==> src/rtl/seq_wide_adder_ctrl.sv <==
// Multi-cycle wide adder built on one narrow carry-lookahead slice.
// Operands are added SLICE_BITS per cycle with a registered ripple carry.

module nBitCarryLookAheadAdder #(
  parameter int NUMBITS = 8
) (
  input  logic [NUMBITS-1:0] a,
  input  logic [NUMBITS-1:0] b,
  input  logic               c_in,
  output logic [NUMBITS-1:0] s_out,
  output logic               c_out
);
  localparam int NG = NUMBITS / 4;

  logic [NG:0] gc;

  assign gc[0] = c_in;

  // 4-bit lookahead groups, carry rippled between groups
  for (genvar k = 0; k < NG; k++) begin : g_grp
    logic [3:0] g;
    logic [3:0] p;
    logic [4:0] c;
    assign g    = a[4*k +: 4] & b[4*k +: 4];
    assign p    = a[4*k +: 4] ^ b[4*k +: 4];
    assign c[0] = gc[k];
    assign c[1] = g[0] | (p[0] & c[0]);
    assign c[2] = g[1] | (p[1] & g[0])
                | (p[1] & p[0] & c[0]);
    assign c[3] = g[2] | (p[2] & g[1])
                | (p[2] & p[1] & g[0])
                | (p[2] & p[1] & p[0] & c[0]);
    assign c[4] = g[3] | (p[3] & g[2])
                | (p[3] & p[2] & g[1])
                | (p[3] & p[2] & p[1] & g[0])
                | (p[3] & p[2] & p[1] & p[0] & c[0]);
    assign s_out[4*k +: 4] = p ^ c[3:0];
    assign gc[k+1] = c[4];
  end

  assign c_out = gc[NG];
endmodule

module seq_wide_adder_ctrl #(
  parameter int TOTAL_BITS = 32,
  parameter int SLICE_BITS = 8
) (
  input  logic                  clk,
  input  logic                  reset,
  input  logic                  in_valid,
  output logic                  in_ready,
  input  logic [TOTAL_BITS-1:0] a_in,
  input  logic [TOTAL_BITS-1:0] b_in,
  input  logic                  c_in,
  output logic                  out_valid,
  input  logic                  out_ready,
  output logic [TOTAL_BITS-1:0] s_out,
  output logic                  c_out,
  output logic                  ovf_out,
  output logic                  busy
);
  localparam int NSLICES = TOTAL_BITS / SLICE_BITS;
  localparam int IDXW =
    (NSLICES > 1) ? $clog2(NSLICES) : 1;
  localparam int MSB = TOTAL_BITS - 1;

  localparam logic [1:0] S_IDLE = 2'd0;
  localparam logic [1:0] S_RUN  = 2'd1;
  localparam logic [1:0] S_DONE = 2'd2;

  logic [1:0]            state_q, state_d;
  logic [IDXW-1:0]       idx_q;
  logic                  carry_q;
  logic [TOTAL_BITS-1:0] a_q, b_q, s_q;
  logic                  c_q, ovf_q;

  logic [SLICE_BITS-1:0] a_sl, b_sl, sum_sl;
  logic                  cout_sl;
  logic                  last;

  assign a_sl = a_q[idx_q*SLICE_BITS +: SLICE_BITS];
  assign b_sl = b_q[idx_q*SLICE_BITS +: SLICE_BITS];
  assign last = (idx_q == IDXW'(NSLICES - 1));

  nBitCarryLookAheadAdder #(
    .NUMBITS(SLICE_BITS)
  ) u_cla (
    .a    (a_sl),
    .b    (b_sl),
    .c_in (carry_q),
    .s_out(sum_sl),
    .c_out(cout_sl)
  );

  // handshake status comes only from the state register
  assign in_ready  = (state_q == S_IDLE);
  assign out_valid = (state_q == S_DONE);
  assign busy      = (state_q != S_IDLE);

  assign s_out   = s_q;
  assign c_out   = c_q;
  assign ovf_out = ovf_q;

  // next-state decode
  always_comb begin
    state_d = state_q;
    unique case (state_q)
      S_IDLE: if (in_valid) state_d = S_RUN;
      S_RUN:  if (last) state_d = S_DONE;
      S_DONE: if (out_ready) state_d = S_IDLE;
      default: state_d = S_IDLE;
    endcase
  end

  // state, operand capture and slice sequencing
  always_ff @(posedge clk) begin
    if (reset) begin
      state_q <= S_IDLE;
      idx_q   <= '0;
      carry_q <= 1'b0;
      a_q     <= '0;
      b_q     <= '0;
    end else begin
      state_q <= state_d;
      if (state_q == S_IDLE && in_valid) begin
        a_q     <= a_in;
        b_q     <= b_in;
        carry_q <= c_in;
        idx_q   <= '0;
      end else if (state_q == S_RUN) begin
        carry_q <= cout_sl;
        idx_q   <= idx_q + 1'b1;
      end
    end
  end

  // result collection; held through DONE backpressure
  always_ff @(posedge clk) begin
    if (reset) begin
      s_q   <= '0;
      c_q   <= 1'b0;
      ovf_q <= 1'b0;
    end else if (state_q == S_RUN) begin
      s_q[idx_q*SLICE_BITS +: SLICE_BITS] <= sum_sl;
      if (last) begin
        c_q   <= cout_sl;
        ovf_q <= (a_q[MSB] == b_q[MSB])
              && (sum_sl[SLICE_BITS-1] != a_q[MSB]);
      end
    end
  end
endmodule

==> config.mk <==
export PLATFORM = sky130hd
export DESIGN_NAME = seq_wide_adder_ctrl
export DESIGN_NICKNAME = d
export VERILOG_FILES = /design/src/rtl/seq_wide_adder_ctrl.sv
export SDC_FILE = /design/constraint.sdc
export NUM_CORES = 1
export LEC_CHECK = 0
export CAP_MARGIN = 20
export CORE_MARGIN = 1.5
export CORE_UTILIZATION = 30
export DETAILED_ROUTE_END_ITERATION = 8
export PLACE_DENSITY = 0.58
export SYNTH_ARGS = -nofsm -noshare
export SYNTH_HDL_FRONTEND = slang
export SYNTH_SLANG_ARGS = --single-unit
export TNS_END_PERCENT = 30
==> constraint.sdc <==
create_clock -name clk -period 4.1 [get_ports clk]
set_clock_uncertainty 0.05 [all_clocks]
set_input_delay 0.41 -clock clk [delete_from_list [all_inputs] [get_ports clk]]
set_output_delay 0.41 -clock clk [all_outputs]
set_load 0.01 [all_outputs]
Word level (Yosys, flattened, before mapping)
Cells that the tools add are included.

cells by class
  reductions and logical operators = 8
  shifts and indexed selects = 4
  bitwise operators = 58
  add/subtract/negate cells = 2
  muxes and demuxes = 7
  equal/unequal tests = 8

operators with widths
  kind                     count
  $shiftx 32x6->8          2
  $neg 5->34               1
  $shift 8x34->32 const A  1
  $shiftx 8x34->32         1
  $and 1x1->1              32
  $bwmux 32                1
  $or 1x1->1               20
  $xor 4x4->4              4
  $and 4x4->4              2
  $mux 2                   3
  $pmux 2 s3               1
  $eq 2x2->1 const B       2
  $ne 2x2->1 const B       2
  $reduce_bool 2->1        2
  $reduce_and 3->1         1
  $add 2x1->2 const B      1
  $eq 2x1->1 const B       1
  $logic_and 1x1->1        2
  $logic_not 2->1          1
  $mux 1                   2
  $ne 2x1->1 const B       1
  $reduce_and 2->1         1
  $reduce_or 2->1          1
  $eq 1x1->1               1
  $ne 1x1->1               1

storage, ports and cells
  bits of input ports = 69
  output and inout port bits = 37
  register bits after elaboration = 103

Depth between registers and ports, before layout
  depth in word-level cells = 12
  gate-level depth with buffers = 11
  gate-level depth less buffers = 9

By module
A second synthesis with hierarchy kept.

second synthesis, totals
  cells, all modules = 460
  area, all modules = 4376.7 µm²

modules (own cells, without submodules)
  module                   instances  cells an instance  seq. area each (µm²)  area each (µm²)
  seq_wide_adder_ctrl      1          419                2062.0                4048.9
  nBitCarryLookAheadAdder  1          41                 0.0                   327.8

Least setup slack after synthesis
No wires, ideal clock.

  path kind = reg2reg
  start = register idx_q[0]
  end = register s_q[5] (netlist: s_out[5])
  period minus slack after synthesis = 3383 ps
  buffers on the path = 2
  setup slack = 717 ps
  arrival = 3205 ps
  stages on the path, launching flop included = 12
  path through = dfxtp_1 buf_2 buf_4 mux4_2 ha_1 a21oi_1 nor2b_2 or3_2 fa_1 xor2_1 a22oi_1 nor2_1

between the ends
  longest elaborated chain between the ends = 12
  elaborated cells on any way between the ends = 53

ends and longest elaborated chain
  item                                               line        RTL
  start, declared                                    72          logic [IDXW-1:0] idx_q;
  start signal, assigned                             132         idx_q <= idx_q + 1'b1;
  $shiftx 32x6->8 (on tied branches)                 81, 82
  $xor 4x4->4 / $and 4x4->4 (equally long branches)  25, 24
  $and 1x1->1 (on tied branches)                     --
  $or 1x1->1, or another cell as far along           33          assign c[4] = g[3] | (p[3] & g[2])
  $or 1x1->1, or another cell as far along           34          | (p[3] & p[2] & g[1])
  $or 1x1->1 / $and 1x1->1 (equally long branches)   35, 36
  $or 1x1->1                                         36          | (p[3] & p[2] & p[1] & p[0] & c[0]);
  $and 1x1->1 (on tied branches)                     27, 29, 32
  $or 1x1->1 (on tied branches)                      27, 29, 32
  $xor 4x4->4                                        37          assign s_out[4*k +: 4] = p ^ c[3:0];
  $shiftx 8x34->32                                   144         s_q[idx_q*SLICE_BITS +: SLICE_BITS] <= sum_sl;
  $bwmux 32 *                                        144
  end signal, assigned by index                      144
  end, declared                                      74          logic [TOTAL_BITS-1:0] a_q, b_q, s_q;

Every way passes the cells marked *; elsewhere a longest branch is shown, timed or not.
A chain may end at the register's enable or synchronous reset.

Worst setup path in the final report
  start = register idx_q[0]
  end = register s_q[21] (netlist: s_out[21])

The elaborated chain is that of the path after synthesis.

==> impl_metrics.sql <==
INSERT INTO impl_metrics (metric_group, metric, value, unit) VALUES
('run_status', 'status', 'completed', ''),
('power', 'p_per_area', '375', 'mW/mm²'),
('cells_and_area', 'synthToLayoutAreaGrowth', '33.9', '%'),
('clock_tree', 'cts_htree_levels', '3', ''),
('logic_synthesis', 'post_synthesis_net_count', '586', ''),
('critical_path', 'cp.arrival', '3670', 'ps'),
('logic_synthesis', 'async_reset_ff_share', '0', '%'),
('critical_path', 'crit_path_launch_type', 'register', ''),
('power', 'power.static_leakage', '0.00221', 'µW'),
('drt', 'route.vias.total', '3751', ''),
('sta', 'rsz0062_at_grt', 'false', ''),
('sta', 'timing.final.max_slew_violations', '0', ''),
('logic_synthesis', 'ys_seq_area_share', '46.3', '%'),
('die', 'core.rowCount', '44', ''),
('critical_path', 'worstSetupEndpointType', 'register', ''),
('placement', 'dp.final_hpwl', '8700', 'µm'),
('logic_synthesis', 'synth_largest_type_area_fraction', '46.3', '%'),
('sta', 'finalCritPeriodShare', '84.1', '%'),
('grt', 'grt.busiest_layer', 'met2', ''),
('clock_tree', 'number_of_buffers_between_clock_root_and_the_deepest_sink', '2', ''),
('die', 'io-pin-count', '106', ''),
('logic_synthesis', 'synth-seq-cells', '103', ''),
('sta', 'finalSetupTns', '0', 'ps'),
('logic_synthesis', 'mappedNetlistArea', '0.00446', 'mm²'),
('cells_and_area', 'multiInputGateArea', '0.00223', 'mm²'),
('clock_tree', 'cts.sink_count', '103', ''),
('clock_tree', 'cts_tree', 'built', ''),
('grt', 'grtUsageTotal', '14.9', '%'),
('die', 'fp.dieH', '125', 'µm'),
('critical_path', 'crit_path_max_fanout', '11', ''),
('clock_tree', 'post_cts.repair.setup_buffers', '0', ''),
('sta', 'finalHoldViolCount', '0', ''),
('drt', 'drt_iter0_markers', '254', ''),
('drt', 'detailedRoute.firstPassIterationCount', '4', ''),
('clock_tree', 'postCtsHoldBufs', '0', ''),
('sta', 'layout_min_cycle_time', '3450', 'ps'),
('grt', 'grt_start_max_net_pins', '105', ''),
('logic_synthesis', 'syn_area_per_cell', '8.90', 'µm²'),
('sta', 'max_slew.worst_pin.slew', '1030', 'ps'),
('drt', 'antenna_left', '0', ''),
('grt', 'grtUsageMet3', '3.05', '%'),
('cells_and_area', 'final_layout_size_suffix_gt1_share', '9.06', '%'),
('critical_path', 'timing.setup.critical_path_class', 'reg2reg', ''),
('placement', 'globalplace.congestion', '0.798', ''),
('die', 'start_util', '30.7', '%'),
('logic_synthesis', 'yosysUniqueCellTypes', '45', ''),
('cells_and_area', 'antenna_cells', '0', ''),
('clock_tree', 'number_of_gates_given_a_new_drive_strength_after_cts', '0', ''),
('logic_synthesis', 'synth_edf_count', '0', ''),
('logic_synthesis', 'ys_warn_count', '0', ''),
('logic_synthesis', 'synth_common_cells', 'sky130_fd_sc_hd__nand2_1 (134), sky130_fd_sc_hd__dfxtp_1 (103), sky130_fd_sc_hd__a21oi_1 (68), sky130_fd_sc_hd__nor2_1 (39), sky130_fd_sc_hd__a22oi_1 (25)', ''),
('power', 'vdd_drop_max', '0.000201', 'V'),
('logic_synthesis', 'synth.top_cells.by_area', 'sky130_fd_sc_hd__dfxtp_1 (46%), sky130_fd_sc_hd__nand2_1 (11%), sky130_fd_sc_hd__mux4_2 (8.1%), sky130_fd_sc_hd__a21oi_1 (7.6%), sky130_fd_sc_hd__a22oi_1 (4.2%)', ''),
('cells_and_area', 'final-seq-area', '0.00206', 'mm²'),
('clock_tree', 'worstSkewPairLatency', '350', 'ps'),
('clock_tree', 'ctsRootBufferMaster', 'sky130_fd_sc_hd__clkbuf_16', ''),
('grt', 'antenna_found_initial', '0', ''),
('sta', 'timing.final.setup_violations', '0', ''),
('min_path', 'hold_path.class', 'reg2reg', ''),
('logic_synthesis', 'synth_top_flop_cell', 'sky130_fd_sc_hd__dfxtp_1', ''),
('cells_and_area', 'finish.net_count', '676', ''),
('logic_synthesis', 'synth_cells', '501', ''),
('die', 'die_boundary_width', '125', 'µm'),
('drt', 'routed_wire_length', '11600', 'µm'),
('clock_tree', 'cts-buffers-inserted', '9', ''),
('grt', 'total_overflow_reported_by_the_global_router', '0', ''),
('grt', 'grt_util_met1', '18.8', '%'),
('cells_and_area', 'num-fill-cells', '1481', ''),
('die', 'die_area', '0.0156', 'mm²'),
('drt', 'route.detailed.drc', '0', ''),
('drt', 'drt-vias-per-instance', '4.81', '');
-- power by group --
group	leakage [µW]	internal (µW)	switching (µW)
clock network	0.000149	447	406
registers	0.000840	1040	30.3
logic	0.00122	155	159
total	0.00221	1640	596
-- critical path: stages, from the launching register on --
cell                      delay (ps)
sky130_fd_sc_hd__dfxtp_1         710
sky130_fd_sc_hd__mux4_2          600
sky130_fd_sc_hd__ha_1            320
sky130_fd_sc_hd__a21oi_2         170
sky130_fd_sc_hd__nor2_2           90
sky130_fd_sc_hd__or3_2           470
sky130_fd_sc_hd__fa_1            400
sky130_fd_sc_hd__xor2_1          310
sky130_fd_sc_hd__a22oi_1         120
sky130_fd_sc_hd__nor2_1          130
-- flip-flops by register name, summed over array words and instances, names as in the netlist --
signal / count
a_q: 32
b_q: 32
s_out: 32
idx_q: 2
state_q: 2
c_out: 1
carry_q: 1
ovf_out: 1
-- cell families (layout without fill, tap and decap cells) --
logic type | Yosys count | in the layout | synth area share [%]
mux | 18 | 18 | 8.53
compound gates | 116 | 116 | 16.0
fa+ha+maj | 16 | 16 | 4.83
buf+inv | 41 | 136 | 3.87
flops | 103 | 103 | 46.3
xor+xnor | 5 | 5 | 1.15
simple gates | 202 | 202 | 19.3
-- final timing paths --
check,start,end,slack [ps],depth (start not counted)
setup / recovery,idx_q[0]$_SDFFE_PP0P_,s_out[21]$_SDFFE_PP0P_,650,9
hold / removal,b_q[6]$_SDFFE_PP0P_,b_q[6]$_SDFFE_PP0P_,410,2
setup reg to reg,idx_q[0]$_SDFFE_PP0P_,s_out[21]$_SDFFE_PP0P_,650,9
hold reg to reg,b_q[6]$_SDFFE_PP0P_,b_q[6]$_SDFFE_PP0P_,410,2
-- layer usage --
metal / part of all wire (%) / routed length [µm] / vias up
li1: - / - / 1892
met1: 44 / 5070 / 1739
met2: 49 / 5690 / 109
met3: 5.6 / 653 / 11
met4: 1.5 / 178 / 0
met5: 0 / 0 / -
-- area by class of cell --
class | count | area share (%)
Clock buffer | 10 | 4.01
Clock inverter | 6 | 1.01
Inverter | 10 | 0.629
Multi-Input combinational cell | 357 | 37.3
Sequential cell | 103 | 34.6
Tap cell | 184 | 3.86
Timing Repair Buffer | 110 | 18.6
-- cells in the final DEF, fill, tap and decap left out, types with 4 or more instances in the layout --
| cell type | n |
|---|---|
| sky130_fd_sc_hd__nand2_1 | 133 |
| sky130_fd_sc_hd__clkdlybuf4s50_1 | 104 |
| sky130_fd_sc_hd__dfxtp_1 | 103 |
| sky130_fd_sc_hd__a21oi_1 | 68 |
| sky130_fd_sc_hd__nor2_1 | 39 |
| sky130_fd_sc_hd__a22oi_1 | 25 |
| sky130_fd_sc_hd__mux4_2 | 16 |
| sky130_fd_sc_hd__ha_1 | 14 |
| sky130_fd_sc_hd__inv_1 | 10 |
| sky130_fd_sc_hd__clkbuf_16 | 9 |
| sky130_fd_sc_hd__o21ai_0 | 7 |
| sky130_fd_sc_hd__nand2b_1 | 4 |
| sky130_fd_sc_hd__nand3b_1 | 4 |
| sky130_fd_sc_hd__a2bb2oi_1 | 4 |
| sky130_fd_sc_hd__buf_4 | 4 |
-- through the flow --
stage / setup slack (ps) / instance area (µm²) / hold slack (ps) / std cells / util, %
2_1_floorplan: 717 / 4460 / 383 / 501 / -
3_3_place_gp: 724 / 5630 / 395 / 762 / 38.7
3_5_place_dp: 632 / 5630 / 397 / 762 / 38.7
4_1_cts: 591 / 5930 / 412 / 778 / 40.8
5_1_grt: 311 / 5970 / 430 / 780 / 41.0
6_report: 651 / 5970 / 408 / 780 / 41.0
Power figures use the tool's default switching activity.
